File: config.mk
export PLATFORM = sky130hd
export DESIGN_NAME = uart_frame_arbiter
export DESIGN_NICKNAME = d
export VERILOG_FILES = /design/src/rtl/uart_frame_arbiter.sv
export SDC_FILE = /design/constraint.sdc
export NUM_CORES = 1
export LEC_CHECK = 0
export BUFFER_PORTS_ARGS = -buffer_cell sky130_fd_sc_hd__buf_4
export CAP_MARGIN = 20
export CORE_ASPECT_RATIO = 1.1
export CORE_MARGIN = 5
export CORE_UTILIZATION = 30
export DETAILED_ROUTE_END_ITERATION = 8
export GPL_TIMING_DRIVEN = 0
export PLACE_DENSITY = 0.54
export SYNTH_ARGS = -nofsm -noshare
export SYNTH_HDL_FRONTEND = slang
export SYNTH_SLANG_ARGS = --single-unit
File: constraint.sdc
create_clock -name clk -period 1.7 [get_ports clk]
set_input_delay 0.085 -clock clk [delete_from_list [all_inputs] [get_ports clk]]
set_output_delay 0.085 -clock clk [all_outputs]
set_load 0.01 [all_outputs]
File: src/rtl/uart_frame_arbiter.sv
// uart_frame_arbiter
//
// Shares one UART_TX byte transmitter between two requesters. Every granted
// request goes out as one fixed frame: HDR0, HDR1, ADDR[15:8], ADDR[7:0], DATA.
// Channels are arbitrated round-robin, one frame at a time. A watchdog aborts
// the frame when a byte is not acknowledged by tx_done within TIMEOUT cycles.
//
// Optional feature: define UART_FRAME_CHECKSUM_EN to append a sixth byte,
// CHK = HDR0 ^ HDR1 ^ ADDR[15:8] ^ ADDR[7:0] ^ DATA, after DATA.
//
// Ports:
//   clk          system clock, rising edge
//   rst          asynchronous active-low reset
//   req[1:0]     per-channel request level, held until ack
//   req_addr0/1  channel address, sampled at grant
//   req_data0/1  channel payload, sampled at grant
//   ack[1:0]     one-cycle pulse: request accepted, inputs latched
//   done[1:0]    one-cycle pulse: frame fully transmitted
//   tx_valid     one-cycle pulse to UART_TX i_valid
//   tx_data      byte to UART_TX i_data_in, stable from tx_valid until tx_done
//   tx_done      UART_TX byte-complete pulse
//   busy         high whenever the arbiter is not idle
//   err_timeout  one-cycle pulse on watchdog abort

module uart_frame_arbiter #(
    parameter logic [7:0] HDR0    = 8'hFA,
    parameter logic [7:0] HDR1    = 8'hF1,
    parameter int         TIMEOUT = 1000000,
    parameter int         TO_W    = 20
) (
    input  logic        clk,
    input  logic        rst,
    input  logic [1:0]  req,
    input  logic [15:0] req_addr0,
    input  logic [7:0]  req_data0,
    input  logic [15:0] req_addr1,
    input  logic [7:0]  req_data1,
    output logic [1:0]  ack,
    output logic [1:0]  done,
    output logic        tx_valid,
    output logic [7:0]  tx_data,
    input  logic        tx_done,
    output logic        busy,
    output logic        err_timeout
);

`ifdef UART_FRAME_CHECKSUM_EN
    localparam logic [2:0] LAST = 3'd5;
`else
    localparam logic [2:0] LAST = 3'd4;
`endif

    typedef enum logic [1:0] {
        IDLE,
        SEND,
        WAIT
    } state_t;

    state_t          state, state_d;
    logic            rr, rr_d;          // channel granted last; the other wins a tie
    logic            gnt, gnt_d;        // channel owning the in-flight frame
    logic [2:0]      idx, idx_d;
    logic [TO_W-1:0] cnt, cnt_d;
    logic [15:0]     addr, addr_d;
    logic [7:0]      data, data_d;
    logic [1:0]      ack_d, done_d;
    logic            tx_valid_d, err_d;
    logic [7:0]      tx_data_d;
    logic [7:0]      frame_byte;
    logic            grant_ch;

    // A lone requester wins; on a tie the channel not granted last time wins.
    assign grant_ch = (req == 2'b11) ? ~rr : req[1];
    assign busy     = (state != IDLE);

    always_comb begin
        frame_byte = 8'h00;
        case (idx)
            3'd0:    frame_byte = HDR0;
            3'd1:    frame_byte = HDR1;
            3'd2:    frame_byte = addr[15:8];
            3'd3:    frame_byte = addr[7:0];
            3'd4:    frame_byte = data;
`ifdef UART_FRAME_CHECKSUM_EN
            3'd5:    frame_byte = HDR0 ^ HDR1 ^ addr[15:8] ^ addr[7:0] ^ data;
`endif
            default: frame_byte = 8'h00;
        endcase
    end

    always_comb begin
        // NOTE: every output of this block gets a default before any branch,
        // so no path can leave a value unassigned and infer a latch. Pulses
        // default to 0, everything else holds its registered value.
        state_d    = state;
        rr_d       = rr;
        gnt_d      = gnt;
        idx_d      = idx;
        cnt_d      = cnt;
        addr_d     = addr;
        data_d     = data;
        tx_data_d  = tx_data;
        ack_d      = 2'b00;
        done_d     = 2'b00;
        tx_valid_d = 1'b0;
        err_d      = 1'b0;

        case (state)
            IDLE: begin
                if (req != 2'b00) begin
                    ack_d   = grant_ch ? 2'b10 : 2'b01;
                    addr_d  = grant_ch ? req_addr1 : req_addr0;
                    data_d  = grant_ch ? req_data1 : req_data0;
                    rr_d    = grant_ch;
                    gnt_d   = grant_ch;
                    idx_d   = 3'd0;
                    state_d = SEND;
                end
            end
            SEND: begin
                tx_data_d  = frame_byte;
                tx_valid_d = 1'b1;
                cnt_d      = '0;
                state_d    = WAIT;
            end
            WAIT: begin
                // tx_done takes priority, so a byte completing on the very
                // cycle the watchdog expires still counts as delivered.
                if (tx_done) begin
                    if (idx == LAST) begin
                        done_d  = gnt ? 2'b10 : 2'b01;
                        state_d = IDLE;
                    end else begin
                        idx_d   = idx + 3'd1;
                        state_d = SEND;
                    end
                end else if (cnt == TO_W'(TIMEOUT - 1)) begin
                    err_d   = 1'b1;
                    state_d = IDLE;
                end else begin
                    cnt_d = cnt + 1'b1;
                end
            end
            default: state_d = IDLE;
        endcase
    end

    // NOTE: sequential state uses non-blocking assignments only, so every
    // register samples the pre-edge values computed above, whatever the order
    // in which the simulator evaluates the statements.
    always_ff @(posedge clk or negedge rst) begin
        if (!rst) begin
            state       <= IDLE;
            rr          <= 1'b1;
            gnt         <= 1'b0;
            idx         <= 3'd0;
            cnt         <= '0;
            addr        <= 16'h0000;
            data        <= 8'h00;
            ack         <= 2'b00;
            done        <= 2'b00;
            tx_valid    <= 1'b0;
            tx_data     <= 8'h00;
            err_timeout <= 1'b0;
        end else begin
            state       <= state_d;
            rr          <= rr_d;
            gnt         <= gnt_d;
            idx         <= idx_d;
            cnt         <= cnt_d;
            addr        <= addr_d;
            data        <= data_d;
            ack         <= ack_d;
            done        <= done_d;
            tx_valid    <= tx_valid_d;
            tx_data     <= tx_data_d;
            err_timeout <= err_d;
        end
    end

endmodule
# After elaboration in Yosys (flattened, before gate mapping)
# Cells that the tools add are included.
totals:
  out_inout_bits: 15
  regBits: 65
  ram_bits: 0
  mem_bits_ro: 0
  mem_count: 0
  elab_cells: 66
  latchBits: 0
  inputBits: 53
op_classes:
  reduce_logical: 10
  n_shift: 0
  n_lt_le_gt_ge: 0
  n_mul: 0
  n_bitwise: 1
  div_mod_pow: 0
  mux: 27
  add_sub_neg: 2
  n_eq_ne: 14
ops:
  columns: ["op", "count"]
  rows:
  - ["$mux W20", 2]
  - ["$pmux W20 S2", 1]
  - ["$pmux W8 S5", 1]
  - ["$add A20 B1 Y20 const B", 1]
  - ["$eq A20 B20 Y1 const B", 1]
  - ["$mux W2", 10]
  - ["$mux W16", 1]
  - ["$ne A2 B2 Y1 const B", 5]
  - ["$mux W3", 3]
  - ["$mux W8", 1]
  - ["$reduce_bool A2 Y1", 4]
  - ["$eq A3 B2 Y1 const B", 2]
  - ["$mux W1", 6]
  - ["$pmux W2 S3", 1]
  - ["$pmux W3 S2", 1]
  - ["$eq A2 B2 Y1 const B", 2]
  - ["$reduce_and A2 Y1", 2]
  - ["$reduce_and A4 Y1", 1]
  - ["$add A3 B1 Y3 const B", 1]
  - ["$eq A3 B1 Y1 const B", 1]
  - ["$eq A3 B3 Y1 const B", 1]
  - ["$logic_not A3 Y1", 1]
  - ["$ne A3 B3 Y1 const B", 1]
  - ["$reduce_and A3 Y1", 1]
  - ["3 further kinds", 3]

# Longest topological paths before layout
# Gate-level depths: netlist of the first run.
logic_depth:
  depth_word: 5
  ltp_mapped: 7
  ltp_nobuf: 7

# Worst setup path before layout of the first run
# OpenSTA, ideal clock, no wires.
synth_timing:
  path_type: "register to register"
  start: "register cnt[15]"
  end: "register cnt[18]"
  slack_ns: 0.041
  t_required_ns: 1.574
  path_stages_with_launch: 7
  setup_ns: 0.126
  period_less_slack_ns: 1.659
  t_arrival_ns: 1.533
  path_buffers: 1
  cell_sequence: "dfrtp_1 nor4b_2 nand4b_1 o21a_1 buf_6 o311a_1 a221o_1"
synth_via:
  elab_chain_cells: 4
  elab_cells_between_ends: 7
  cone_classes: "1 x add/sub; 2 x eq/ne; 3 x mux; 1 x reduce/logical"
synth_rtl:
  columns: ["item", "line_no", "rtl"]
  rows:
  - ["from (decl)", "63", "logic [TO_W-1:0] cnt, cnt_d;"]
  - ["from (signal assigned)", "170", "cnt <= cnt_d;"]
  - ["$add A20 B1 Y20", "141", "cnt_d = cnt + 1'b1;"]
  - ["$mux W20", "137", "end else if (cnt == TO_W'(TIMEOUT - 1)) begin"]
  - ["$mux W20", "129", "if (tx_done) begin"]
  - ["$pmux W20 S2", "108", "case (state)"]
# Parallel ways exist; a longest one is shown, timed or not. The select of a mux whose other input is x is not followed.
# A chain may end at the register's enable or synchronous reset.

# Final worst setup path of the first run
layout_timing:
  start: "register cnt[6]"
  end: "register cnt[18]"
# The elaborated chain is that of the path after synthesis.

==> out/qor.csv, run 1 <==
metric,value,unit
rsz0062_at_grt,yes,
fin_util,0.471,
peakVddDrop,0.668,mV
syn_to_final_growth,52.4,%
min_period,1.75,ns
via_per_inst,5.28,
synth_area,0.00305,mm2
antenna_found_initial,0,
grt_usage,0.165,
synth_top_area_frac,0.525,
synth_compound_area_frac,0.191,
maxCapViolCount,0,
initial_core_util,0.309,
drive_above_1_share,0.299,
async_flop_share,1.00,
synthSimpleGateAreaFrac,0.156,
hold_violations,0,
cts.reportedPaths.clkPinSlew,0.07,ns
n_fill_cell,927,
fin_area,0.00465,mm2
synth_top_area_cell,dfrtp_1,
drtIter0Drc,231,
boundaryPins,68,
leakage,2.27,nW
start_kind,flop,
fin_nets,495,
worstMarginPinSlew,0.841,ns
dp_slack,-0.333,ns
fp.dieH,116,um
ys.flop_type,dfrtp_1,
stdcell_count,561,
reg2regPathDepth,6,
dp.cells,484,
first_pass_iters,6,
synth-edff-count,0,
syn_area_per_cell,10.3,um2
htree_levels,3,
cp_data_required_time,1.93,ns
drc,0,
hpwl,6.24,mm
fin_skew,0.0127,ns
grt_max_degree,66,
clock-sinks,65,
synth_top_family_by_area,compound AO/OA/AOI/OAI gates,
finalMaxSlewViolations,0,
worstPathArrival,1.98,ns
outcome,"finished, violations left",
wl_per_cell,17.5,um
grt_pass1_wl,15.8,mm
synthCells,297,
numCtsBuffers,9,
hold_path.class,in -> reg,
endpoint_kind,flop,
numPortBuffers,67,
cts_tree,done,
placed_cell_area,0.00371,mm2
crit_fanout,10,
final_common_cell,buf_4,
fmax,0.572,GHz
die_w,106,um
ys_seq_area_frac,0.533,
ys.warnings.count,0,
worstHoldPathCells,3,
finalSetupViolations,1,
synth_area_leaders,"dfrtp_1 52%, a222oi_1 8.9%, inv_1 4.3%",
mostFrequentLayoutCells,"81 x buf_4, 60 x dfrtp_1, 49 x dlygate4sd3_1",
drt-total-wl,9.83,mm
powerDensity,1330,mW/mm2
grt_pass1_vias,3130,
insertion_delay,0.34,ns
fin_setup_tns,-0.0474,ns
synthAdderAreaFrac,0.0246,
synth-seq-cells,65,
die-area,0.0123,mm2
clockRootBuffer,clkbuf_8,
synth.distinct_cells,42,
relSlewSlack,0.439,
grt-ovfl-total,0,
synth_nets,356,
globalplace.congestion,0.785,
synth_mux_area_frac,0.0295,
min_period_over_period,1.03,
antenna_left,0,
setup_slack,-0.0474,ns
via_count,2961,
rows,38,
synthXorXnorAreaFrac,0,
antenna_cells,0,
cts_buffer_depth,2,
criticalPathCategory,reg -> reg,
violations,negative setup slack,
design.core.area,0.00989,mm2
## logic make-up (layout without fill, tap and decap cells)
kind of cell / count (synthesis) / after routing
mux: 9 / 9
buf+inv: 50 / 194
simple gates: 91 / 91
flops: 65 / 65
compound gates: 76 / 76
fa+ha+maj: 6 / 6
## metal layers
metal / part of all wire / global-route usage
met1: 0.40 / 0.187
met2: 0.51 / 0.285
met3: 0.059 / 0.0440
met4: 0.029 / 0.0855
met5: 0 / 0
## cell usage after synthesis, types with 3 or more instances
cell,n
a21oi_1,5
o211ai_1,5
o31ai_1,3
ha_1,6
a21boi_0,4
o21ai_1,3
nor3_1,4
clkbuf_1,7
dfrtp_1,64
o22ai_1,6
a222oi_1,27
and3_1,7
nand3_1,16
nand2_1,29
buf_2,6
mux2i_1,9
nor4_1,3
nor2_1,13
inv_1,35
o21ai_0,14
nand2b_1,3
nand4_1,4
## worst paths after layout
kind | start | end | slack (ns)
setup / recovery | cnt[6] | cnt[18] | -0.05
hold / removal | tx_done | done[1] | 0.05
setup reg to reg | cnt[6] | cnt[18] | -0.05
hold reg to reg | cnt[19] | cnt[19] | 0.47
max in group asynchronous | rst | cnt[12] | 0.74
min in group asynchronous | rst | cnt[16] | 0.39
## registers in the layout (all words and copies together), names as in the netlist
register,flops
idx,3
ack,2
err_timeout,1
addr,16
cnt,20
data,8
done,2
state,2
rr,1
tx_valid,1
gnt,1
tx_data,8
## metrics by stage
stage | hold WS [ns] | power (mW)
2_1_floorplan | -0.211 | 3.58
3_3_place_gp | 0.243 | 4.37
3_5_place_dp | 0.247 | 4.41
4_1_cts | 0.0294 | 6.08
5_1_grt | 0.0633 | 6.61
6_report | 0.0550 | 6.20
## repair_timing
item | in CTS | in global routing
pin swaps | 2 | 6
setup endpoints to repair | 60 | 55
gates resized for setup | 18 | 22
hold endpoints to repair | 88 | 0
hold buffers | 49 | 0
buffers inserted | 9 | 5
## critical path, stage by stage, from the launching register on
cell and delay, ns:
dfrtp_1 0.41, and4bb_2 0.29, nand4b_1 0.18, o21a_1 0.24, buf_6 0.14, o311a_1 0.12
a221o_1 0.25
## final cells by class
cell class | count | area (um2) | share of cell area
plain buffers | 13 | 85.1 | 0.0183
clock buffers | 11 | 151 | 0.0325
clock inverters | 5 | 77.6 | 0.0167
inverters | 35 | 131 | 0.0282
multi-input cells | 182 | 1330 | 0.285
flip-flops and latches | 65 | 1630 | 0.351
well taps | 120 | 150 | 0.0323
repair buffers | 130 | 1100 | 0.236
## report_power, final
group	switching, mW	internal, mW	total, mW
logic	1.26	1.06	2.32
clock network	0.607	0.901	1.51
registers	0.341	2.03	2.38
total	2.21	3.99	6.20
No activity file was read; power rests on OpenSTA's default activity.
==> run 2: changes to the inputs <==
- REMOVE_ABC_BUFFERS: default -> 1
==> run 2 against run 1 <==
Effect of this change:
- the run still ends with negative setup slack left
- total power down 0.14%
- sequential share of layout area down 0.22 points
- flip-flop and latch count unchanged
- sequential power about the same
- register-to-register slack worse by 0.02 ns
- final area up 0.78%
- non-clock buffer count down 8
- largest cell class unchanged
==> out/qor.csv, run 2 (synthesis gave the netlist of run 1 again) <==
metric,value,unit,change
grt-ovfl-total,0,,unchanged
die-area,0.0123,mm2,unchanged
cts_buffer_depth,2,,unchanged
initial_core_util,0.309,,unchanged
leakage,2.24,nW,-1.5%
min_period_over_period,1.04,,+0.00999
htree_levels,3,,unchanged
cp_data_required_time,1.94,ns,about the same
mostFrequentLayoutCells,"81 x buf_4, 58 x dfrtp_1, 49 x dlygate4sd3_1",,
cpLargestDelayFamily,simple AND/OR/NAND/NOR gates,,
crit_buf_inv,1,,unchanged
drive_above_1_share,0.321,,+0.0217
met2_usage,0.269,,-0.0165
n_fill_cell,901,,-2.8%
drtIter0Drc,235,,+1.7%
largest_reg_flops,20,,unchanged
antenna_cells,0,,unchanged
endpoint_kind,flop,,
worstPathArrival,2.01,ns,+0.03 ns
r2r_slack,-0.06,ns,-0.02 ns
globalplace.congestion,0.806,,+2.6%
grt_pass1_wl,14.7,mm,-7.0%
numCtsBuffers,9,,unchanged
peakVddDrop,0.617,mV,-7.7%
wl_per_cell,16.2,um,-7.4%
syn_to_final_growth,53.6,%,
first_pass_iters,5,,-1
fin_nets,487,,-1.6%
hold_violations,0,,unchanged
setup_slack,-0.0644,ns,-0.0170 ns
finalMaxSlewViolations,0,,unchanged
insertion_delay,0.35,ns,about the same
maxCapViolCount,0,,unchanged
worstMarginPinSlew,0.834,ns,-0.00715 ns
use_met3,0.0373,,-0.00669
grt_max_degree,66,,unchanged
powerDensity,1320,mW/mm2,-0.91%
clock-sinks,65,,unchanged
cts.reportedPaths.clkPinSlew,0.08,ns,about the same
finalSetupViolations,13,,+12
rows,38,,unchanged
reg_top3,"cnt: 20 flops, addr: 16 flops",,
relSlewSlack,0.444,,+0.00477
outcome,"finished, violations left",,
drt-total-wl,8.97,mm,-8.7%
boundaryPins,68,,unchanged
final_common_cell,buf_4,,
grt_util_met1,0.177,,-0.0107
violations,negative setup slack,,
hold_path.class,in -> reg,,
clockRootBuffer,clkbuf_8,,
worstHoldStart,tx_done,,
reg2regPathDepth,6,,unchanged
path_cells,nor4b_2 -> nand4b_1 -> buf_4 -> o21ai_4 -> nor3_1 -> a211o_1,,
fmax,0.567,GHz,-0.96%
numPortBuffers,67,,unchanged
design.core.area,0.00989,mm2,unchanged
grt_usage,0.151,,-0.0140
die_w,106,um,unchanged
cts_tree,done,,
start_kind,flop,,
rsz0062_at_grt,yes,,
fin_setup_tns,-0.548,ns,-0.501 ns
regToRegStartpoint,cnt[11],,
top_usage_layer,met2,,
crit_path_top_delay_cell,dfrtp_2,,
fin_skew,0.00902,ns,-0.00365 ns
r2r-end,cnt[17],,
via_per_inst,5.21,,-1.3%
crit_fanout,4,,-6
grt_pass1_vias,3000,,-4.2%
multi_input_area,0.00139,mm2,+4.7%
antenna_left,0,,unchanged
dp.cells,471,,-2.7%
criticalPathCategory,reg -> reg,,
min_period,1.76,ns,+0.0170 ns
stdcell_count,553,,-1.4%
antenna_found_initial,0,,unchanged
cp.depth,6,,unchanged
drc,0,,unchanged
min_to,done[1],,
hpwl,5.56,mm,-11%
worstHoldPathCells,3,,unchanged
via_count,2881,,-2.7%
max_stage_delay,0.43,ns,+0.02 ns
fp.dieH,116,um,unchanged
regArea,0.00164,mm2,+0.15%
top_register,cnt,,
==> run 2: changes by cell type in the layout (fill, tap and decap cells not counted), moves of 3 or more <==
cell / previous run / this run
clkbuf_4: 6 / 0
clkbuf_2: 3 / 0
nand3_1: 16 / 12
nand3_2: 0 / 4
nor2_1: 10 / 7
nor2_2: 1 / 4
==> run 2: how the worst max path moves through the flow <==
stage          startpoint    endpoint  slack [ns]
2_1_floorplan    state[0]    addr[11]       -0.15
3_3_place_gp     state[0]     addr[6]       -0.72
3_5_place_dp     state[1]  tx_data[7]       -0.61
4_1_cts            cnt[6]      cnt[7]    0.000006
5_1_grt           cnt[11]     cnt[19]       -0.13
6_report          cnt[11]     cnt[17]       -0.06
==> run 2: per-layer routing <==
layer  share of wire  vias up
met5               0        -
met4           0.015        0
met3           0.046       13
met2            0.52       82
met1            0.42     1416
li1                -     1370
==> run 2: where the power goes <==
part	switching (mW)	internal, mW	leakage [nW]
combinational	1.22	1.08	1.29
sequential	0.368	2.04	0.836
clock	0.621	0.864	0.106
total	2.21	3.98	2.24
==> run 2: per-stage QoR <==
step	util	hold WS [ns]	worst slack (ns)	instance area [um2]	total power, mW
floorplan	-	-0.211	-0.154	2980	3.49
global placement	0.368	0.241	-0.716	3630	4.25
detailed placement	0.371	0.238	-0.609	3670	4.36
CTS	0.462	0.0443	0.00000644	4570	6.09
global route	0.474	0.0805	-0.125	4690	6.62
finish	0.474	0.0634	-0.0644	4690	6.19
==> run 2: final cells by class <==
cell class,instances,area share
sequential,65,0.349
multi-input combinational,182,0.296
timing repair buffer,135,0.248
tap,120,0.0320
clock buffer,11,0.0301
inverter,35,0.0280
clock inverter,5,0.0171
==> run 2: worst reg2reg max path, delay by kind of cell, from the launching register on <==
family                 cells  cell delay [ns]
DFF                        1             0.43
AOI/OAI and AO/OA          2             0.42
and+or+nand+nor            3             0.59
buffers and inverters      1             0.21
==> run 2: what timing repair did <==
item / CTS / global route
endpoints found under the hold margin: 88 / 0
pin swaps: 7 / 10
resized for setup: 24 / 25
setup endpoints to repair: 58 / 53
hold buffers: 49 / 0
setup buffers: 14 / 3
==> run 3: changes to the inputs <==
- BUFFER_PORTS_ARGS: -buffer_cell sky130_fd_sc_hd__buf_4 -> -buffer_cell sky130_fd_sc_hd__buf_2
==> run 3 against run 2 <==
Effect of this change:
- the flow still finishes with violations (negative setup slack)
- combinational power down 8%
- via count up 0.83%
- flip-flop and latch count unchanged
- maximum frequency up 2.0%
- clock power down 11%
- clock skew up 0.0035 ns
- clock-buffer cell count unchanged
- first-iteration DRC count down 3.4%
- utilization down 2.1 points
- worst setup slack better by 0.035 ns
- die area unchanged
- final cell count up 0.54%
- critical path type unchanged
==> out/qor.csv, run 3 (synthesis gave the netlist of run 1 again) <==
metric,value,unit,change
finalSetupViolations,3,,-10
drc,0,,unchanged
placed_cell_area,0.00349,mm2,-4.9%
drive_above_1_share,0.317,,-0.00450
globalplace.congestion,0.807,,+0.16%
fin_skew,0.0125,ns,+0.00353 ns
fp.dieH,116,um,unchanged
fmax,0.578,GHz,+2.0%
grt_max_degree,66,,unchanged
peakVddDrop,0.774,mV,+25%
start_kind,flop,,
cp_data_required_time,1.93,ns,about the same
initial_core_util,0.309,,unchanged
via_per_inst,5.22,,+0.29%
rsz0062_at_grt,yes,,
via_count,2905,,+0.83%
max_stage_delay,0.41,ns,-0.02 ns
largest_reg_flops,20,,unchanged
powerDensity,1300,mW/mm2,-1.3%
top_register,cnt,,
crit_fanout,4,,unchanged
cpLargestDelayFamily,simple AND/OR/NAND/NOR gates,,
worstPathArrival,1.96,ns,-0.05 ns
final_common_cell,buf_2,,
n_fill_cell,928,,+3.0%
htree_levels,3,,unchanged
grt_pass1_wl,14.1,mm,-3.6%
boundaryPins,68,,unchanged
whs,0.0720,ns,+0.00860 ns
path_cells,and4bb_2 -> nand4b_1 -> buf_4 -> o21ai_4 -> nor3_1 -> a211o_1,,
setup_slack,-0.0290,ns,+0.0354 ns
violations,negative setup slack,,
finalMaxSlewViolations,0,,unchanged
hold_violations,0,,unchanged
rows,38,,unchanged
criticalPathCategory,reg -> reg,,
hpwl,5.38,mm,-3.3%
outcome,"finished, violations left",,
crit_path_top_delay_cell,dfrtp_1,,
die_w,106,um,unchanged
maxCapViolCount,0,,unchanged
reg_top3,"cnt: 20 flops, addr: 16 flops",,
syn_to_final_growth,46.8,%,
mostFrequentLayoutCells,"66 x buf_2, 58 x dfrtp_1, 49 x dlygate4sd3_1",,
fin_nets,490,,+0.62%
die-area,0.0123,mm2,unchanged
first_pass_iters,7,,+2
endpoint_kind,flop,,
numPortBuffers,67,,unchanged
grt_usage,0.144,,-0.00619
drt-total-wl,8.98,mm,+0.12%
wl_per_cell,16.1,um,-0.42%
antenna_found_initial,0,,unchanged
min_period,1.73,ns,-0.0354 ns
numCtsBuffers,9,,unchanged
clock-sinks,65,,unchanged
hold_path.class,in -> reg,,
cts_buffer_depth,2,,unchanged
min_period_over_period,1.02,,-0.0208
design.core.area,0.00989,mm2,unchanged
antenna_cells,0,,unchanged
crit_buf_inv,1,,unchanged
cts_tree,done,,
stdcell_count,556,,+0.54%
leakage,2.18,nW,-2.3%
drtIter0Drc,227,,-3.4%
antenna_left,0,,unchanged
worstMarginPinSlew,0.832,ns,-0.00254 ns
dp.cells,470,,-0.21%
relSlewSlack,0.445,,+0.00169
fin_area,0.00448,mm2,-4.5%
cts.reportedPaths.clkPinSlew,0.07,ns,about the same
insertion_delay,0.35,ns,about the same
grt-ovfl-total,0,,unchanged
clockRootBuffer,clkbuf_8,,
grt_pass1_vias,2995,,-0.17%
[run 3: cell types whose count changed in the layout (fill, tap and decap cells not counted), moves of 2 or more]
cell / previous run / this run
buf_2: 0 / 66
buf_4: 81 / 17
nor2_2: 4 / 0
nand3_1: 12 / 15
nand3_2: 4 / 1
nor2_1: 7 / 10
o21ai_2: 0 / 3
nor2_4: 2 / 4
o21ai_4: 3 / 1
[run 3: tightest hold or removal path, cell delays in order]
cell     delay (ns)
buf_2          0.13
nand2_1        0.11
nor4_1         0.06
[run 3: cell type report]
cell class | count | area [um2] | area share
Clock buffer | 11 | 141 | 0.0316
Clock inverter | 5 | 56.3 | 0.0126
Inverter | 35 | 131 | 0.0293
Multi-Input combinational cell | 183 | 1360 | 0.303
Sequential cell | 65 | 1640 | 0.365
Tap cell | 120 | 150 | 0.0335
Timing Repair Buffer | 137 | 1010 | 0.225
[run 3: worst paths after layout]
path,from,to,slack (ns),cells after the start
worst max-delay path,cnt[7],cnt[17],-0.03,6
worst min-delay path,tx_done,done[1],0.07,3
worst max register to register,cnt[7],cnt[17],-0.03,6
worst min register to register,gnt,done[0],0.48,1
max in group asynchronous,rst,cnt[11],0.71,2
min in group asynchronous,rst,data[3],0.36,2
[run 3: stage by stage]
step	TNS, ns	power (mW)	worst slack, ns	util
after global placement	-24.55	4.12	-0.690	0.351
after global routing	-0.468	6.26	-0.0530	0.453
after floorplan	-3.66	3.49	-0.154	-
final	-0.0378	5.84	-0.0290	0.453
after detailed placement	-14.71	4.20	-0.552	0.353
after CTS	-1.52	5.71	-0.150	0.438
[run 3: power by group]
group | switching, mW | total (mW) | leakage, nW | internal [mW]
Clock | 0.608 | 1.32 | 0.0993 | 0.715
Combinational | 1.19 | 2.12 | 1.25 | 0.927
Sequential | 0.359 | 2.40 | 0.836 | 2.04
Total | 2.16 | 5.84 | 2.18 | 3.68
[run 3: repair_timing]
| item | in CTS | in global routing |
|---|---|---|
| setup endpoints to repair | 59 | 56 |
| hold buffers | 49 | 0 |
| hold endpoints to repair | 88 | 0 |
| pin swaps | 5 | 9 |
| setup buffers | 13 | 7 |
| gates cloned | 0 | 1 |
| gates resized for setup | 13 | 31 |
[run 3: layer usage]
layer / vias up / wire length (um) / global-route usage
li1: 1377 / - / -
met1: 1425 / 3710 / 0.168
met2: 92 / 4660 / 0.256
met3: 11 / 517 / 0.0401
met4: 0 / 93 / 0.0518
met5: - / 0 / 0
